`src/rtl/paddle_controller.sv`:
```
// Player paddle controller: synchronises and debounces the up/down buttons, then moves
// a PADDLE_LEN-cell paddle on game ticks with press-and-hold auto-repeat, clamped to the playfield.

module paddle_debounce #(
   parameter int DEB_CYCLES = 3
) (
   input  logic clk,
   input  logic rst,
   input  logic raw,
   output logic level
);
   localparam int CW = $clog2(DEB_CYCLES) + 1;

   logic [1:0]    sync;
   logic [CW-1:0] cnt;

   // cnt is the length of the current run of synced samples that disagree with level
   always_ff @(posedge clk or posedge rst) begin
      if (rst) begin
         sync  <= '0;
         cnt   <= '0;
         level <= 1'b0;
      end else begin
         sync <= {sync[0], raw};
         if (sync[1] == level) begin
            cnt <= '0;
         end else if (cnt == CW'(DEB_CYCLES - 1)) begin
            level <= sync[1];
            cnt   <= '0;
         end else begin
            cnt <= cnt + 1'b1;
         end
      end
   end
endmodule

module paddle_controller #(
   parameter int WIDTH        = 8,
   parameter int BIT_WIDTH    = 3,
   parameter int PADDLE_LEN   = 3,
   parameter int DEB_CYCLES   = 3,
   parameter int REPEAT_TICKS = 2
) (
   input  logic                 clk,
   input  logic                 rst,
   input  logic                 tick,
   input  logic                 btn_up,
   input  logic                 btn_down,
   input  logic                 freeze,
   output logic [BIT_WIDTH-1:0] state_left,
   output logic [BIT_WIDTH-1:0] state_right,
   output logic                 at_top,
   output logic                 at_bottom,
   output logic                 moved
);
   localparam int RW = (REPEAT_TICKS > 1) ? $clog2(REPEAT_TICKS) : 1;
   localparam logic [BIT_WIDTH-1:0] LEFT_MAX = BIT_WIDTH'(WIDTH - PADDLE_LEN);
   localparam logic [BIT_WIDTH-1:0] LEFT_RST = BIT_WIDTH'((WIDTH - PADDLE_LEN) / 2);
   localparam logic [RW-1:0]        RELOAD   = RW'(REPEAT_TICKS - 1);

   typedef enum logic {IDLE, HOLD} state_t;

   logic [1:0]    raw_btn;
   logic [1:0]    deb;
   logic          cmd_up, cmd_down, same_dir;
   logic          step_en, step_dn;
   state_t        state;
   logic          dir_down;
   logic [RW-1:0] repeat_cnt;

   assign raw_btn = {btn_down, btn_up};

   for (genvar i = 0; i < 2; i++) begin : g_deb
      paddle_debounce #(.DEB_CYCLES(DEB_CYCLES)) u_deb (
         .clk  (clk),
         .rst  (rst),
         .raw  (raw_btn[i]),
         .level(deb[i])
      );
   end

   assign cmd_up   = deb[0] & ~deb[1];
   assign cmd_down = deb[1] & ~deb[0];
   assign same_dir = dir_down ? cmd_down : cmd_up;

   always_comb begin
      step_en = 1'b0;
      step_dn = cmd_down;
      if (!freeze && tick) begin
         unique case (state)
            IDLE: step_en = cmd_up | cmd_down;
            HOLD: step_en = same_dir && (repeat_cnt == '0);
         endcase
      end
   end

   always_ff @(posedge clk or posedge rst) begin
      if (rst) begin
         state      <= IDLE;
         dir_down   <= 1'b0;
         repeat_cnt <= '0;
         state_left <= LEFT_RST;
         moved      <= 1'b0;
      end else begin
         moved <= 1'b0;
         if (freeze) begin
            state      <= IDLE;
            dir_down   <= 1'b0;
            repeat_cnt <= '0;
         end else if (tick) begin
            unique case (state)
               IDLE: if (cmd_up | cmd_down) begin
                  state      <= HOLD;
                  dir_down   <= cmd_down;
                  repeat_cnt <= RELOAD;
               end
               HOLD: if (!same_dir) begin
                  // release or reversal: the new direction steps on a later tick
                  state      <= IDLE;
                  repeat_cnt <= '0;
               end else if (repeat_cnt == '0) begin
                  repeat_cnt <= RELOAD;
               end else begin
                  repeat_cnt <= repeat_cnt - 1'b1;
               end
            endcase
         end
         // clamped steps keep the repeat cadence but leave position and moved alone
         if (step_en && step_dn && state_left != LEFT_MAX) begin
            state_left <= state_left + 1'b1;
            moved      <= 1'b1;
         end else if (step_en && !step_dn && state_left != '0) begin
            state_left <= state_left - 1'b1;
            moved      <= 1'b1;
         end
      end
   end

   assign state_right = state_left + BIT_WIDTH'(PADDLE_LEN - 1);
   assign at_top      = (state_left == '0);
   assign at_bottom   = (state_left == LEFT_MAX);
endmodule

```
`config.mk`:
```
export PLATFORM = sky130hd
export DESIGN_NAME = paddle_controller
export DESIGN_NICKNAME = d
export VERILOG_FILES = /design/src/rtl/paddle_controller.sv
export SDC_FILE = /design/constraint.sdc
export NUM_CORES = 1
export LEC_CHECK = 0
export ABC_AREA = 1
export BUFFER_PORTS_ARGS = -buffer_cell sky130_fd_sc_hd__buf_2
export CORE_ASPECT_RATIO = 0.9
export CORE_MARGIN = 2
export CORE_UTILIZATION = 49
export CTS_BUF_LIST = sky130_fd_sc_hd__clkbuf_4 sky130_fd_sc_hd__clkbuf_8 sky130_fd_sc_hd__clkbuf_16
export DETAILED_ROUTE_END_ITERATION = 8
export GPL_ROUTABILITY_DRIVEN = 0
export PLACE_DENSITY = 0.69
export SLEW_MARGIN = 20
export SYNTH_ARGS = -nofsm -noshare
export SYNTH_HDL_FRONTEND = slang
export SYNTH_SLANG_ARGS = --single-unit
```
`constraint.sdc`:
```
create_clock -name clk -period 3.3 [get_ports clk]
set_input_delay 0.33 -clock clk [delete_from_list [all_inputs] [get_ports clk]]
set_output_delay 0.33 -clock clk [all_outputs]
set_load 0.02 [all_outputs]
```
* Word level (Yosys, flattened, before mapping)
Cells that the tools add are included.
Storage, ports and cells: register bits 19, latch bits 0, bits in writable memories 0, ROM bits 0, input bits 6, memories 0
Cells by class: add/subtract/negate cells 6, $mul 0, divide/modulo/power cells 0, $lt $le $gt $ge 0, equal/unequal tests 8, shift operators 0, mux-type cells 26, bitwise logic cells 9, reduce and logical (&&, ||, !) cells 17
Operator list (count):
- $mux 3 | 6
- $mux 1 | 17
- $add 3x1->3 const B | 3
- $eq 3x2->1 const B | 2
- $logic_and 1x1->1 | 6
- $ne 3x3->1 const B | 2
- $not 1->1 | 6
- $pmux 1 s2 | 3
- $reduce_and 2->1 | 3
- $reduce_bool 2->1 | 3
- $add 3x2->3 const B | 1
- $eq 3x3->1 const B | 1
- $logic_not 3->1 | 1
- $reduce_and 3->1 | 1
- $reduce_bool 3->1 | 1
- $sub 3x1->3 const B | 1
- $and 1x1->1 | 2
- $eq 1x1->1 | 2
- $logic_not 1->1 | 2
- $ne 2x2->1 const B | 1
- $or 1x1->1 | 1
- $sub 1x1->1 const B | 1

* Depth between registers and ports, before layout
word-level depth 10, depth in mapped cells 13, depth with buffers taken out 13

* Cells and area by module
From an unflattened synthesis, not the netlist that was laid out.
Unflattened totals: cell total of the unflattened synthesis 115, area total of the unflattened synthesis 1003.5 sq um
By module, submodules not included:
- paddle_controller | instances 1, cells each 63, area an instance 520.5 sq um
- paddle_debounce | instances 2, cells each 26, area an instance 241.5 sq um

* Least setup slack after synthesis
OpenSTA, ideal clock, no wires.
path type register to register, from reg state_left[1], to reg state_left[2], library setup time 65 ps, data arrival time 1903 ps, setup slack 1332 ps, stages on the path, launching flop included 12, buffers on the path 0, clock period less this slack 1968 ps, cell sequence dfstp_2 inv_1 nand3_1 nand2_1 inv_1 nand3_2 fa_1 inv_1 nand4_1 nand2_1 nand3_1 nand2_1
Between the ends: cells in the longest elaborated chain, start to end 3, elaborated cells between the ends (all ways) 9
Ends and longest elaborated chain:
- start, declared | RTL line 50 | output logic [BIT_WIDTH-1:0] state_left,
- start signal, assigned | RTL line 130 | state_left <= state_left + 1'b1;
- start signal, assigned | RTL line 133 | state_left <= state_left - 1'b1;
- $sub 3x1->3, or another cell as far along | RTL line 133
- $mux 3, or another cell as far along | RTL line 132 | end else if (step_en && !step_dn && state_left != '0) begin
- $mux 3 or $reduce_bool 2->1 (tied branches)
Parallel ways exist; a longest one is shown, timed or not. The select of a mux whose other input is x is not followed. A chain may end at the register's enable or synchronous reset.

* Final worst setup path
from reg g_deb[0].u_deb.level, to reg state_left[2]
Between the ends: cells in the longest elaborated chain, start to end 9, elaborated cells between the ends (all ways) 15
Ends and longest elaborated chain:
- start, declared | RTL line 10 | output logic level
- start signal, assigned | RTL line 28 | level <= sync[1];
- $not 1->1 | RTL line 83 | assign cmd_down = deb[1] & ~deb[0];
- $and 1x1->1 | RTL line 83
- $mux 1 | RTL line 84 | assign same_dir = dir_down ? cmd_down : cmd_up;
- $logic_and 1x1->1 | RTL line 92 | HOLD: step_en = same_dir && (repeat_cnt == '0);
- $pmux 1 s2 | RTL line 90 | unique case (state)
- $mux 1 | RTL line 89 | if (!freeze && tick) begin
- $logic_and 1x1->1, on equally long branches (2 in series) | RTL line 129, 132
- $mux 3 or $reduce_bool 2->1 (tied branches)
Parallel ways exist; a longest one is shown, timed or not.

==> flow_summary.toml <==
[routing]
drt_pre_antenna_iters = 4
avgViaCountPerCell = 4.90
antenna_left = 0
vias = 711
drcViolationCount = 0
wl_per_cell_um = 10.1
wirelength_um = 1460
drt_iter0_drc = 21

[finish]
fin_nets = 131
fill_cells = 170
finalNonFillerCells = 145
area_growth_pct = 13.0
layout.area.seq_um2 = 477
n_antenna_cell = 0
multi_input_area_um2 = 405
drive_gt1_frac = 0.233

[place]
dp.cells = 141
dp_hpwl_um = 1180
io_buffers = 14

[setup_path]
start_kind = "flop"
cp_max_fo = 3
crit_type = "flop to flop"
critPathArrivalTime_ns = 2.38
required_ns = 3.54
crit_path_end_kind = "flop"

[power_and_ir_drop]
vdd_drop_max_mv = 0.470
p_per_area_nw_per_um2 = 897
power_mw = 0.966
p_leak_nw = 0.549

[logic_synthesis]
synth_area_per_cell_um2 = 9.26
yosysWarnings = 0
ys_top_cells_by_count = "dfrtp_1 (18), nand2_1 (17), inv_1 (16)"
synth_top_area_share = 0.472
yosys.cell_types.count = 26
synthesis.nets = 113
syn-cell-area_um2 = 953
synthCells = 103
ys_seq_elements = 19
async_flop_share = 1.00
post-synth-top-count-cell = "dfrtp_1"
ys_seq_area_frac = 0.500
synth_edf_count = 0
yosys.area.top_type = "dfrtp_1"
synth_ff_type = "dfrtp_1"
synthTopCellsByArea = "dfrtp_1 (47%), nand2_1 (6.7%), inv_1 (6.3%), ha_1 (3.9%), nand3_1 (3.7%)"

[floorplanning]
fp.dieH_um = 45.8
fp.dieW_um = 50.5
die_area_um2 = 2310
row_count = 15
boundaryPins = 15
core_um2 = 1880
initial_core_util = 0.508

[sta]
finClkSkew_ns = 0.00766
setup_tns_ns = 0
hold_viol = 0
fmax_mhz = 467
tightest_slew_ns = 0.674
post-route-period-util = 0.649
report.final.slew_viol_count = 0
setup_violations = 0
rsz0062_at_grt = "no"
fin_crit_ns = 2.14
relSlewSlack = 0.550

[grt]
grtUsageMet1 = 0.190
grt-ovfl-total = 0
grt.total_usage = 0.151
met3_usage = 0.0592
grt.met2_usage = 0.234
busiest_layer = "met2"
grt_pass1_vias = 602
grt_start_max_net_pins = 20
antenna_found_initial = 0
grt_pass1_wl_um = 2490

[clocking]
h-tree-depth = 1
cts-hold-fix-buffers = 0
cts_resized = 0
clock_sinks = 19
post_cts_buffers = 0
ctsLongestPathBuffers = 2
cts_root_buf = "clkbuf_4"
cts_made_buffers = 3
clk_latency_ns = 0.30
cts_tree = "built"
clkSlewWorstSetupHoldPaths_ns = 0.11

[outcome]
status = "completed"

[min_path]
holdCritPathClass = "input port to asynchronous set/reset pin"

[job]
cap_viol_max_count = 0
sequential cells by signal, indices dropped and copies added (netlist names):
signal and flops:
g_deb.u_deb.cnt 6, g_deb.u_deb.sync 4, state_left 3, g_deb.u_deb.level 2, dir_down 1, moved 1, repeat_cnt 1, state 1
power by group:
group          leakage (nW)  switching (mW)  internal (mW)
clock network        0.0139          0.0707         0.0461
registers             0.238          0.0837          0.315
logic                 0.298           0.287          0.164
total                 0.549           0.441          0.525
per-stage QoR:
stage,worst slack [ns],area [um^2],hold WS [ns],utilization
floorplan,1.33,953,0.280,-
global placement,1.26,1050,0.338,0.558
detailed placement,1.17,1050,0.338,0.558
CTS,1.14,1080,0.121,0.574
global route,0.950,1080,0.106,0.574
finish,1.16,1080,0.112,0.574
path summary, 6_finish.rpt:
check	startpoint	to	slack [ns]	depth (start not counted)
max in group asynchronous	rst	g_deb[0].u_deb.cnt[1]$_DFF_PP0_	2.76	2
min in group clk	btn_down	g_deb[1].u_deb.sync[0]$_DFF_PP0_	0.13	1
hold / removal	rst	g_deb[0].u_deb.cnt[0]$_DFF_PP0_	0.11	2
setup reg to reg	g_deb[0].u_deb.level$_DFFE_PP0P_	state_left[2]$_DFFE_PP0P_	1.16	12
setup / recovery	g_deb[0].u_deb.level$_DFFE_PP0P_	state_left[2]$_DFFE_PP0P_	1.16	12
hold reg to reg	g_deb[0].u_deb.sync[0]$_DFF_PP0_	g_deb[0].u_deb.sync[1]$_DFF_PP0_	0.36	0
logic make-up (layout without fill, tap and decap cells):
group | after synthesis | in the layout | share of synthesized area
xor gates and xnor gates | 4 | 4 | 0.0446
buffers and inverters | 18 | 35 | 0.0748
DFF | 19 | 19 | 0.500
adders and majority gates | 4 | 4 | 0.0604
and+or+nand+nor | 47 | 47 | 0.247
AOI/OAI and AO/OA | 11 | 11 | 0.0735
cells in the final DEF, fill, tap and decap left out, drive strengths merged:
cell type	count
ha	3
nor2	10
xnor2	1
dfstp	1
and3	1
fa	1
nor3b	2
a21oi	6
o21ai	4
xor2	3
inv	17
nand4	2
dfrtp	18
clkbuf	3
nand3	9
buf	14
nand2	19
clkinvlp	1
o32ai	1
nor3	3
nand3b	1
routing by layer:
metal  up-vias  routed length, um  share of wire
met4         0                 21          0.014
li1        364                  -              -
met5         -                  0              0
met2        17                673           0.46
met3         2                 87          0.059
met1       328                680           0.46
final cells by class:
| class | count | area share |
|---|---|---|
| multi-input combinational | 66 | 0.376 |
| inverter | 17 | 0.0592 |
| sequential | 19 | 0.443 |
| timing repair buffer | 14 | 0.0650 |
| clock buffer | 3 | 0.0209 |
| tap | 25 | 0.0290 |
| clock inverter | 1 | 0.00697 |
critical path, stage by stage (launching register included):
cell and delay (ns):
dfrtp_1 0.40, inv_1 0.09, ha_1 0.32, nand2_2 0.09, nand3_1 0.10, nor2_2 0.19, nand3_2 0.12, fa_1 0.40
inv_1 0.10, nand4_1 0.10, nand2_1 0.07, nand3_1 0.06, nand2_1 0.06
(Power assumes the default switching activity.)
